`config.mk`:
```
export PLATFORM = sky130hd
export DESIGN_NAME = dcache
export DESIGN_NICKNAME = d
export VERILOG_FILES = /design/src/rtl/dcache_pkg.sv /design/src/rtl/dcache_line_array.sv /design/src/rtl/dcache.sv
export SDC_FILE = /design/constraint.sdc
export NUM_CORES = 1
export LEC_CHECK = 0
export BUFFER_PORTS_ARGS = -buffer_cell sky130_fd_sc_hd__buf_2
export CAP_MARGIN = 20
export CORE_MARGIN = 2
export CORE_UTILIZATION = 36
export CTS_CLUSTER_DIAMETER = 150
export CTS_CLUSTER_SIZE = 16
export DETAILED_ROUTE_END_ITERATION = 10
export MAX_ROUTING_LAYER = met4
export PLACE_DENSITY = 0.61
export SETUP_SLACK_MARGIN = 0.15
export SYNTH_ARGS = -nofsm -noshare
export SYNTH_HDL_FRONTEND = slang
export SYNTH_SLANG_ARGS = --single-unit
```
`constraint.sdc`:
```
create_clock -name CLK -period 2.67 [get_ports CLK]
set_clock_uncertainty 0.1 [all_clocks]
set_input_delay 0.267 -clock CLK [delete_from_list [all_inputs] [get_ports CLK]]
set_output_delay 0.267 -clock CLK [all_outputs]
set_load 0.03 [all_outputs]
```
`src/rtl/dcache_pkg.sv`:
```
// Shared types and address-field geometry for the direct-mapped byte data cache.
// Field layout of the 8-bit byte address: {tag[7:5], index[4:2], offset[1:0]}.
package dcache_pkg;

  localparam int TAG_W    = 3;
  localparam int INDEX_W  = 3;
  localparam int OFFSET_W = 2;
  localparam int BLOCK_W  = 32;
  localparam int LINES    = 1 << INDEX_W;

  localparam int OFF_LSB  = 0;
  localparam int IDX_LSB  = OFFSET_W;
  localparam int TAG_LSB  = OFFSET_W + INDEX_W;

  typedef enum logic [1:0] {
    IDLE      = 2'd0,
    WRITEBACK = 2'd1,
    FETCH     = 2'd2
  } state_t;

endpackage

```
`src/rtl/dcache_line_array.sv`:
```
// Line storage: valid/dirty/tag/data with a combinational read port, a byte-write port
// and a full-line fill port; RESET clears only the valid and dirty bits.
module dcache_line_array
  import dcache_pkg::*;
(
  input  logic                CLK,
  input  logic                RESET,
  input  logic [INDEX_W-1:0]  rd_index,
  output logic                rd_valid,
  output logic                rd_dirty,
  output logic [TAG_W-1:0]    rd_tag,
  output logic [BLOCK_W-1:0]  rd_data,
  input  logic                wr_en,
  input  logic [INDEX_W-1:0]  wr_index,
  input  logic [OFFSET_W-1:0] wr_offset,
  input  logic [7:0]          wr_byte,
  input  logic                fill_en,
  input  logic [INDEX_W-1:0]  fill_index,
  input  logic [TAG_W-1:0]    fill_tag,
  input  logic [BLOCK_W-1:0]  fill_data
);

  logic [LINES-1:0]   valid;
  logic [LINES-1:0]   dirty;
  logic [TAG_W-1:0]   tag_mem  [LINES];
  logic [BLOCK_W-1:0] data_mem [LINES];

  assign rd_valid = valid[rd_index];
  assign rd_dirty = dirty[rd_index];
  assign rd_tag   = tag_mem[rd_index];
  assign rd_data  = data_mem[rd_index];

  always_ff @(posedge CLK) begin
    if (RESET) begin
      valid <= '0;
      dirty <= '0;
    end else if (fill_en) begin
      valid[fill_index] <= 1'b1;
      dirty[fill_index] <= 1'b0;
    end else if (wr_en) begin
      dirty[wr_index] <= 1'b1;
    end
  end

  // Tag and data arrays are deliberately left unreset; valid gates their use.
  always_ff @(posedge CLK) begin
    if (fill_en) begin
      data_mem[fill_index] <= fill_data;
      tag_mem[fill_index]  <= fill_tag;
    end else if (wr_en) begin
      data_mem[wr_index][{wr_offset, 3'b000} +: 8] <= wr_byte;
    end
  end

endmodule

```
`src/rtl/dcache.sv`:
```
// Direct-mapped write-back byte cache: hits complete in the request cycle with no stall,
// misses hold BUSYWAIT through optional victim write-back and block fetch.
module dcache
  import dcache_pkg::state_t, dcache_pkg::IDLE, dcache_pkg::WRITEBACK, dcache_pkg::FETCH,
         dcache_pkg::TAG_LSB, dcache_pkg::IDX_LSB, dcache_pkg::OFF_LSB;
#(
  parameter int TAG_W    = 3,
  parameter int INDEX_W  = 3,
  parameter int OFFSET_W = 2
) (
  input  logic                              CLK,
  input  logic                              RESET,
  input  logic                              READ,
  input  logic                              WRITE,
  input  logic [TAG_W+INDEX_W+OFFSET_W-1:0] ADDRESS,
  input  logic [7:0]                        WRITEDATA,
  output logic [7:0]                        READDATA,
  output logic                              BUSYWAIT,
  output logic                              MEM_READ,
  output logic                              MEM_WRITE,
  output logic [TAG_W+INDEX_W-1:0]          MEM_ADDRESS,
  output logic [31:0]                       MEM_WRITEDATA,
  input  logic [31:0]                       MEM_READDATA,
  input  logic                              MEM_BUSYWAIT
);

  logic [TAG_W-1:0]    addr_tag;
  logic [INDEX_W-1:0]  addr_index;
  logic [OFFSET_W-1:0] addr_off;
  logic                rd_valid, rd_dirty, hit, req, wr_en, fill_en;
  logic [TAG_W-1:0]    rd_tag;
  logic [31:0]         rd_data;
  logic [7:0]          sel_byte;
  state_t              state, state_nxt;

  assign addr_tag   = ADDRESS[TAG_LSB +: TAG_W];
  assign addr_index = ADDRESS[IDX_LSB +: INDEX_W];
  assign addr_off   = ADDRESS[OFF_LSB +: OFFSET_W];
  assign req        = READ | WRITE;
  assign hit        = rd_valid && (rd_tag == addr_tag);
  assign sel_byte   = rd_data[{addr_off, 3'b000} +: 8];

  dcache_line_array u_lines (
    .CLK        (CLK),
    .RESET      (RESET),
    .rd_index   (addr_index),
    .rd_valid   (rd_valid),
    .rd_dirty   (rd_dirty),
    .rd_tag     (rd_tag),
    .rd_data    (rd_data),
    .wr_en      (wr_en),
    .wr_index   (addr_index),
    .wr_offset  (addr_off),
    .wr_byte    (WRITEDATA),
    .fill_en    (fill_en),
    .fill_index (addr_index),
    .fill_tag   (addr_tag),
    .fill_data  (MEM_READDATA)
  );

  always_ff @(posedge CLK) begin
    if (RESET) state <= IDLE;
    else       state <= state_nxt;
  end

  always_comb begin
    state_nxt = state;
    case (state)
      IDLE:      if (req && !hit) state_nxt = (rd_valid && rd_dirty) ? WRITEBACK : FETCH;
      WRITEBACK: if (!MEM_BUSYWAIT) state_nxt = FETCH;
      FETCH:     if (!MEM_BUSYWAIT) state_nxt = IDLE;
      default:   state_nxt = IDLE;
    endcase
  end

  // A simultaneous READ and WRITE is a store, so it never drives READDATA.
  always_comb begin
    BUSYWAIT      = 1'b0;
    MEM_READ      = 1'b0;
    MEM_WRITE     = 1'b0;
    MEM_ADDRESS   = '0;
    MEM_WRITEDATA = '0;
    READDATA      = 8'h00;
    wr_en         = 1'b0;
    fill_en       = 1'b0;
    case (state)
      IDLE: begin
        BUSYWAIT = req && !hit;
        if (hit && WRITE)     wr_en    = !RESET;
        else if (hit && READ) READDATA = sel_byte;
      end
      WRITEBACK: begin
        BUSYWAIT      = 1'b1;
        MEM_WRITE     = 1'b1;
        MEM_ADDRESS   = {rd_tag, addr_index};
        MEM_WRITEDATA = rd_data;
      end
      FETCH: begin
        BUSYWAIT    = 1'b1;
        MEM_READ    = 1'b1;
        MEM_ADDRESS = {addr_tag, addr_index};
        fill_en     = !MEM_BUSYWAIT && !RESET;
      end
      default: BUSYWAIT = 1'b1;
    endcase
  end

endmodule

```
==> results of run 1 <==
## sequential cells by signal, summed over array words and instances (netlist names), named ones only
name              flops
state                 2
u_lines.data_mem    256
u_lines.tag_mem      24
u_lines.valid         8
## through the flow
stage	setup TNS [ps]	utilization, %	instances	total power [W]
6_report	-27060	49.39	1662	0.009850
4_1_cts	-5475	48.67	1659	0.009819
3_3_place_gp	-77440	45.26	1607	0.006605
2_1_floorplan	-7806	-	882	0.005954
3_5_place_dp	-129760	45.26	1607	0.006617
5_1_grt	-59950	49.39	1662	0.01015
## worst paths after layout
path	to	from	cells after the start	slack (ps)
setup / recovery	READDATA[6]	u_lines.tag_mem[0][1]	9	-330
setup reg to reg	u_lines.data_mem[6][14]	u_lines.tag_mem[0][1]	12	-100
hold reg to reg	flip-flop	flip-flop	2	370
hold / removal	u_lines.tag_mem[5][1]	ADDRESS[6]	1	20
## worst max-delay path, cell delays in order (launching register included)
cell	delay [ps]
edfxtp_1	340
mux2i_1	70
o22a_1	250
and3_4	210
nor4b_4	370
buf_12	160
nand2_8	90
buf_12	150
nor4_4	280
buf_6	190
## report_power, final
part	leakage (nW)	internal [W]	switching (W)	total, W
clock	0.306	0.00162	0.00155	0.00316
combinational	3.44	0.000647	0.000878	0.00152
sequential	2.66	0.00515	0.0000141	0.00516
total	6.41	0.00741	0.00244	0.00985
## layout by cell type (no fill, tap or decap), drive strengths merged, types with 3 or more instances in the layout
cell	synthesis	routed
a21boi	3	3
a21oi	15	15
a221oi	31	31
a22o	6	6
a22oi	17	17
a41oi	5	5
and2	19	19
and3	4	4
buf	32	317
clkbuf	17	39
dfxtp	18	18
dlygate4sd3	0	3
edfxtp	280	280
ha	8	8
inv	47	47
mux2	14	14
mux2i	78	78
mux4	33	33
nand2	68	68
nand2b	7	7
nand3	8	8
nor2	61	61
nor2b	27	27
nor3	4	4
nor3b	3	3
nor4	4	4
nor4b	4	4
o21ai	7	7
o221ai	6	6
o22a	8	8
o22ai	16	16
o2bb2ai	3	3
o41ai	5	5
or2	3	3
## area by class of cell
| class | instances | share of cell area, % |
|---|---|---|
| sequential | 298 | 48.72 |
| clock buffer | 39 | 3.532 |
| tap | 468 | 3.254 |
| antenna | 1 | 0.01391 |
| inverter | 47 | 0.9803 |
| timing repair buffer | 320 | 16.10 |
| clock inverter | 1 | 0.04867 |
| multi-input combinational | 488 | 27.34 |
## repair_timing
action | in CTS | in global routing
hold endpoints to repair | 19 | 0
hold buffers | 3 | 0
pin swaps | 17 | 5
setup endpoints to repair | 438 | 536
cloned | 0 | 0
buffers inserted | 9 | 2
resized for setup | 78 | 45
## layer usage
metal | global-route usage, % | up-vias
li1 | - | 4003
met1 | 29.43 | 4633
met2 | 34.91 | 411
met3 | 4.109 | 57
met4 | 6.874 | 0
met5 | - | -
## logic make-up (layout without fill, tap and decap cells)
kind of cell / count (synthesis) / in the layout / synth area share [%]
other: 0 / 1 / 0
DFF: 298 / 298 / 66.09
buffers and inverters: 96 / 407 / 3.480
and+or+nand+nor: 218 / 218 / 8.743
muxes: 125 / 125 / 12.68
adders and majority gates: 8 / 8 / 0.7545
AOI/OAI and AO/OA: 137 / 137 / 8.252
==> metrics, run 1 <==
drt first pass iters=5; # Max-Cap Violations=0; total grt overflow=0; largest area contributor in the netlist=edfxtp_1; Via density=5.478; met2 wire length=approximately 20 mm; initial antenna violation count=2; Final setup viols=462; Cell Pwr Density=~550 nW/um^2; Die X=around 200 um; port bufs=between 100 and 150; RSZ-0062 raised after global routing=yes; Setup CP Type=flip-flop to output port; CTS Buffer Depth=3; Synth Flop Type=edfxtp_1; Worst Path Arrival=2630 ps; post-synthesis sequential area ratio=66.09%; fmax=roughly 330 MHz; most common cell in the netlist=edfxtp_1; met3 routed WL=between 3 and 4 mm; Via Count=approximately 9100; Worst Setup Slack, final=-330.8 ps; Synth cell types=62; final hold vios=0; insertion delay to the later sink of the worst-skew pair=520 ps; HPWL Detailed=between 20 and 30 mm; Placed Instance Area=approximately 16000 um^2; relative slew slack=about a quarter; drt wl/cell=25.11 um; CP required=2300 ps; area of the multi-input gates=a little under 5000 um^2; CTS tree=yes; Mapped Cells=~880; Hold WC Path Type=input port to flip-flop; final std cell area, no fill=about 18000 um^2; status=finished, violations left; Synthesis Warnings=0; number of fillers in the final layout=between 3000 and 4000; Yosys reg bits=between 200 and 300; synth top area cells=edfxtp_1 (63%), mux2i_1 (5.9%), mux4_2 (5.6%); synthesized area per cell=roughly 15 um^2; P_leak=about 6.4 nW; H-tree levels=1; met1 WL=between 15 and 20 mm; Antenna Nets Post-Route=0; FP Rows=70; final wirelength=about 42 mm; Layout area overhead=35.65%; Post-Syn Area=13270 um^2; Worst Max-Slew Pin Slew=~1100 ps; Reg clk slew, reported paths=70 ps; fraction of registers with async set/reset=0%; worst hold slack=around 22 ps; Clock Sinks=about 300; nets=1238; minimum clock period=between 3000 and 4000 ps; crit path capture type=output port; FF+latch area=8768 um^2; syn_nets=about 940; largest net degree at the start of global routing=31; first-pass GRT wire length=slightly below 60 mm; max layer used=met4; CP Max Fanout=6; most frequent cells after synthesis=edfxtp_1 (280), mux2i_1 (78), nand2_1 (67); Root Driver=clkbuf_16; Tcrit/Tclk final=112.4%; Post-Place Setup Slack=-378.0 ps; die area=~38000 um^2; Post-synth EDFFs=between 200 and 300; die height=roughly 200 um; core area=approximately 36000 um^2; CTS buffer count=22; Startpoint Class=flip-flop; initial core utilization=36.41%; max-slew violation count=0; failing checks=negative setup slack; share of cells above drive strength 1=a little over two fifths; VDD IR max=~400 uV; gpl congestion=0.9037; 1st-iter DRT viols=827; total global routing track utilization=between 20% and 30%; number of global-route vias before repair=about 8900; top cell type's share of synthesized area=63.38%; Ports=a little over 100; DRC=0
Note: power is estimated with default switching activity, not from simulation.
==> inputs of run 2 (changes only) <==
BUFFER_PORTS_ARGS = unset   (was -buffer_cell sky130_fd_sc_hd__buf_2)
DONT_BUFFER_PORTS = 1   (was unset)
PLACE_DENSITY = 0.59   (was 0.61)
==> metrics, run 2 (synthesis gave the netlist of run 1 again) <==
Hold WC Path Type=input port to flip-flop; biggest regs=u_lines.data_mem: 256 flops, u_lines.tag_mem: 24 flops, u_lines.valid: 8 flops; core area=36430 um^2; Ports=~100; CTS buffer count=22; VDD IR max=between 400 and 500 uV; drt first pass iters=5; gpl congestion=~0.86; CP Max Fanout=2; worst r2r path cells=12; RSZ-0062 raised after global routing=yes; reg2reg start=u_lines.tag_mem[5][1]; Critical Path Start=u_lines.data_mem[2][5]; Most flops, register=u_lines.data_mem; H-tree levels=1; Top delay family on crit path=multiplexers; Comb pwr share=12.5%; nets=roughly 1100; final hold vios=6; initial core utilization=36.41%; DRC=0; Clock Power Share=about a third; Worst Setup Slack, final=-249.2 ps; register share of total power=between 50% and 60%; Final setup viols=between 200 and 300; insertion delay to the later sink of the worst-skew pair=approximately 530 ps; die height=about 200 um; Sw Pwr=0.002274 W; port bufs=0; Antenna Nets Post-Route=0; die area=38400 um^2; CP max-delay cell=mux4_2; HPWL Detailed=between 20 and 30 mm; Via density=between 5 and 6; switch share=~24%; hold wc startpoint=WRITEDATA[2]; P_leak=~5.6 nW; WHS Endpoint=u_lines.data_mem[3][26]; fmax=342.6 MHz; crit-path cells=mux2_2 > a221oi_1 > o221ai_2 > mux4_2 > nor4b_4 > buf_4; max-slew violation count=0; setup slack, reg-to-reg=-130 ps; CP required=approximately 2300 ps; max FFs per register=256; final core area utilization=between 40% and 50%; # Max-Cap Violations=0; first-pass GRT wire length=~58 mm; number of fillers in the final layout=approximately 3200; Startpoint Class=flip-flop; status=finished, violations left; largest net degree at the start of global routing=between 60 and 70; CP bufs+invs=1; CTS tree=yes; number of global-route vias before repair=about 8500; Worst Max-Slew Pin Slew=about 1100 ps; failing checks=negative hold slack, negative setup slack; total grt overflow=0; total global routing track utilization=a little over a fifth; Reg clk slew, reported paths=80 ps; Post-Place Setup Slack=-2.058 ps; FP Rows=70; worst hold slack=-8.700 ps; initial antenna violation count=2; CP peak stage delay=roughly 500 ps; Cell Pwr Density=567.3 nW/um^2; drt wl/cell=around 27 um; depth of the worst hold-timing path=2; internal power=0.007146 W; Tcrit/Tclk final=109.3%; Crit Reg-Reg Endpoint=u_lines.data_mem[5][30]; Via Count=8731; Setup CP Type=flip-flop to output port; Worst Path Arrival=roughly 2600 ps; most frequent cells in the layout=edfxtp_1 (280), buf_4 (118), nand2_1 (67), inv_1 (45), mux2i_1 (40); Root Driver=clkbuf_16; Clock Sinks=about 300; relative slew slack=between 20 and 30%; minimum clock period=between 2000 and 3000 ps; CTS Buffer Depth=3; 1st-iter DRT viols=~1000; final wirelength=41.27 mm; share of cells above drive strength 1=between 30 and 40%; Die X=between 150 and 200 um; Layout area overhead=25.15%; leading cell type in the layout, fill and taps excluded=edfxtp_1; crit path capture type=output port
run 2: cell types whose count changed in the layout (fill, tap and decap cells not counted), moves of 11 or more:
| cell | change |
|---|---|
| buf_2 | -91 |
| buf_12 | -35 |
| buf_4 | -35 |
| dlygate4sd3_1 | +32 |
| nor2_2 | +27 |
| nor2_4 | -27 |
| mux2i_2 | +17 |
| mux2i_4 | -11 |
run 2: layout make-up:
cell class / count / area [um^2] / share of cell area (%)
diodes: 2 / 5.005 / 0.03014
clock buffers: 29 / 576.8 / 3.474
clock inverters: 2 / 25.02 / 0.1507
inverters: 47 / 176.4 / 1.063
multi-input cells: 488 / 4690 / 28.24
flip-flops and latches: 298 / 8768 / 52.81
well taps: 468 / 585.6 / 3.527
repair buffers: 189 / 1777 / 10.70
run 2: how the worst max path moves through the flow:
stage / depth (start not counted) / to / slack [ps]
floorplan: 7 / u_lines.data_mem[0][24] / -40
global placement: 7 / u_lines.data_mem[0][26] / 0.2
detailed placement: 7 / u_lines.data_mem[0][26] / -2
CTS: 9 / READDATA[2] / -270
global route: 9 / READDATA[7] / -310
finish: 6 / READDATA[5] / -250
run 2: through the flow:
stage	instance area (um^2)	hold slack [ps]	TNS [ps]	power, W	instances
floorplan	13640	265.9	-7806	0.005954	882
finish	16600	-8.700	-22970	0.009420	1523
CTS	16260	2.017	-24860	0.009387	1510
global placement	15050	239.1	0	0.006256	1436
global route	16600	-3.653	-56010	0.009675	1523
detailed placement	15050	239.2	-11.44	0.006264	1436
run 2: layer usage:
metal | part of all wire (%) | wire length, um | track usage, % | vias up
li1 | - | - | - | 3739
met2 | 48 | 19670 | 34.05 | 470
met4 | 3.3 | 1380 | 7.520 | 0
met3 | 9.0 | 3730 | 5.037 | 72
met5 | 0 | 0 | - | -
met1 | 40 | 16490 | 28.08 | 4450
run 2: worst reg2reg max path: cells and delay by family (launching register included):
family                 cells  cell delay, ps
muxes                      1              90
AOI/OAI and AO/OA          2             450
buffers and inverters      6            1020
DFF                        1             350
and+or+nand+nor            3             530
run 2: timing repair:
| item | 4_1_cts | 5_1_grt |
|---|---|---|
| buffers inserted | 13 | 6 |
| setup endpoints to repair | 331 | 531 |
| endpoints found under the hold margin | 156 | 19 |
| gates resized for setup | 30 | 40 |
| pin swaps | 5 | 7 |
| hold buffers | 30 | 5 |
run 2: power by group through the flow:
stage | Clock [W] | Combinational [W] | Sequential [W]
after floorplan | 0 | 0.000692 | 0.00526
after global placement | 0 | 0.000989 | 0.00527
after detailed placement | 0 | 0.000997 | 0.00527
after CTS | 0.00312 | 0.00111 | 0.00516
after global routing | 0.00328 | 0.00123 | 0.00516
final | 0.00308 | 0.00117 | 0.00516
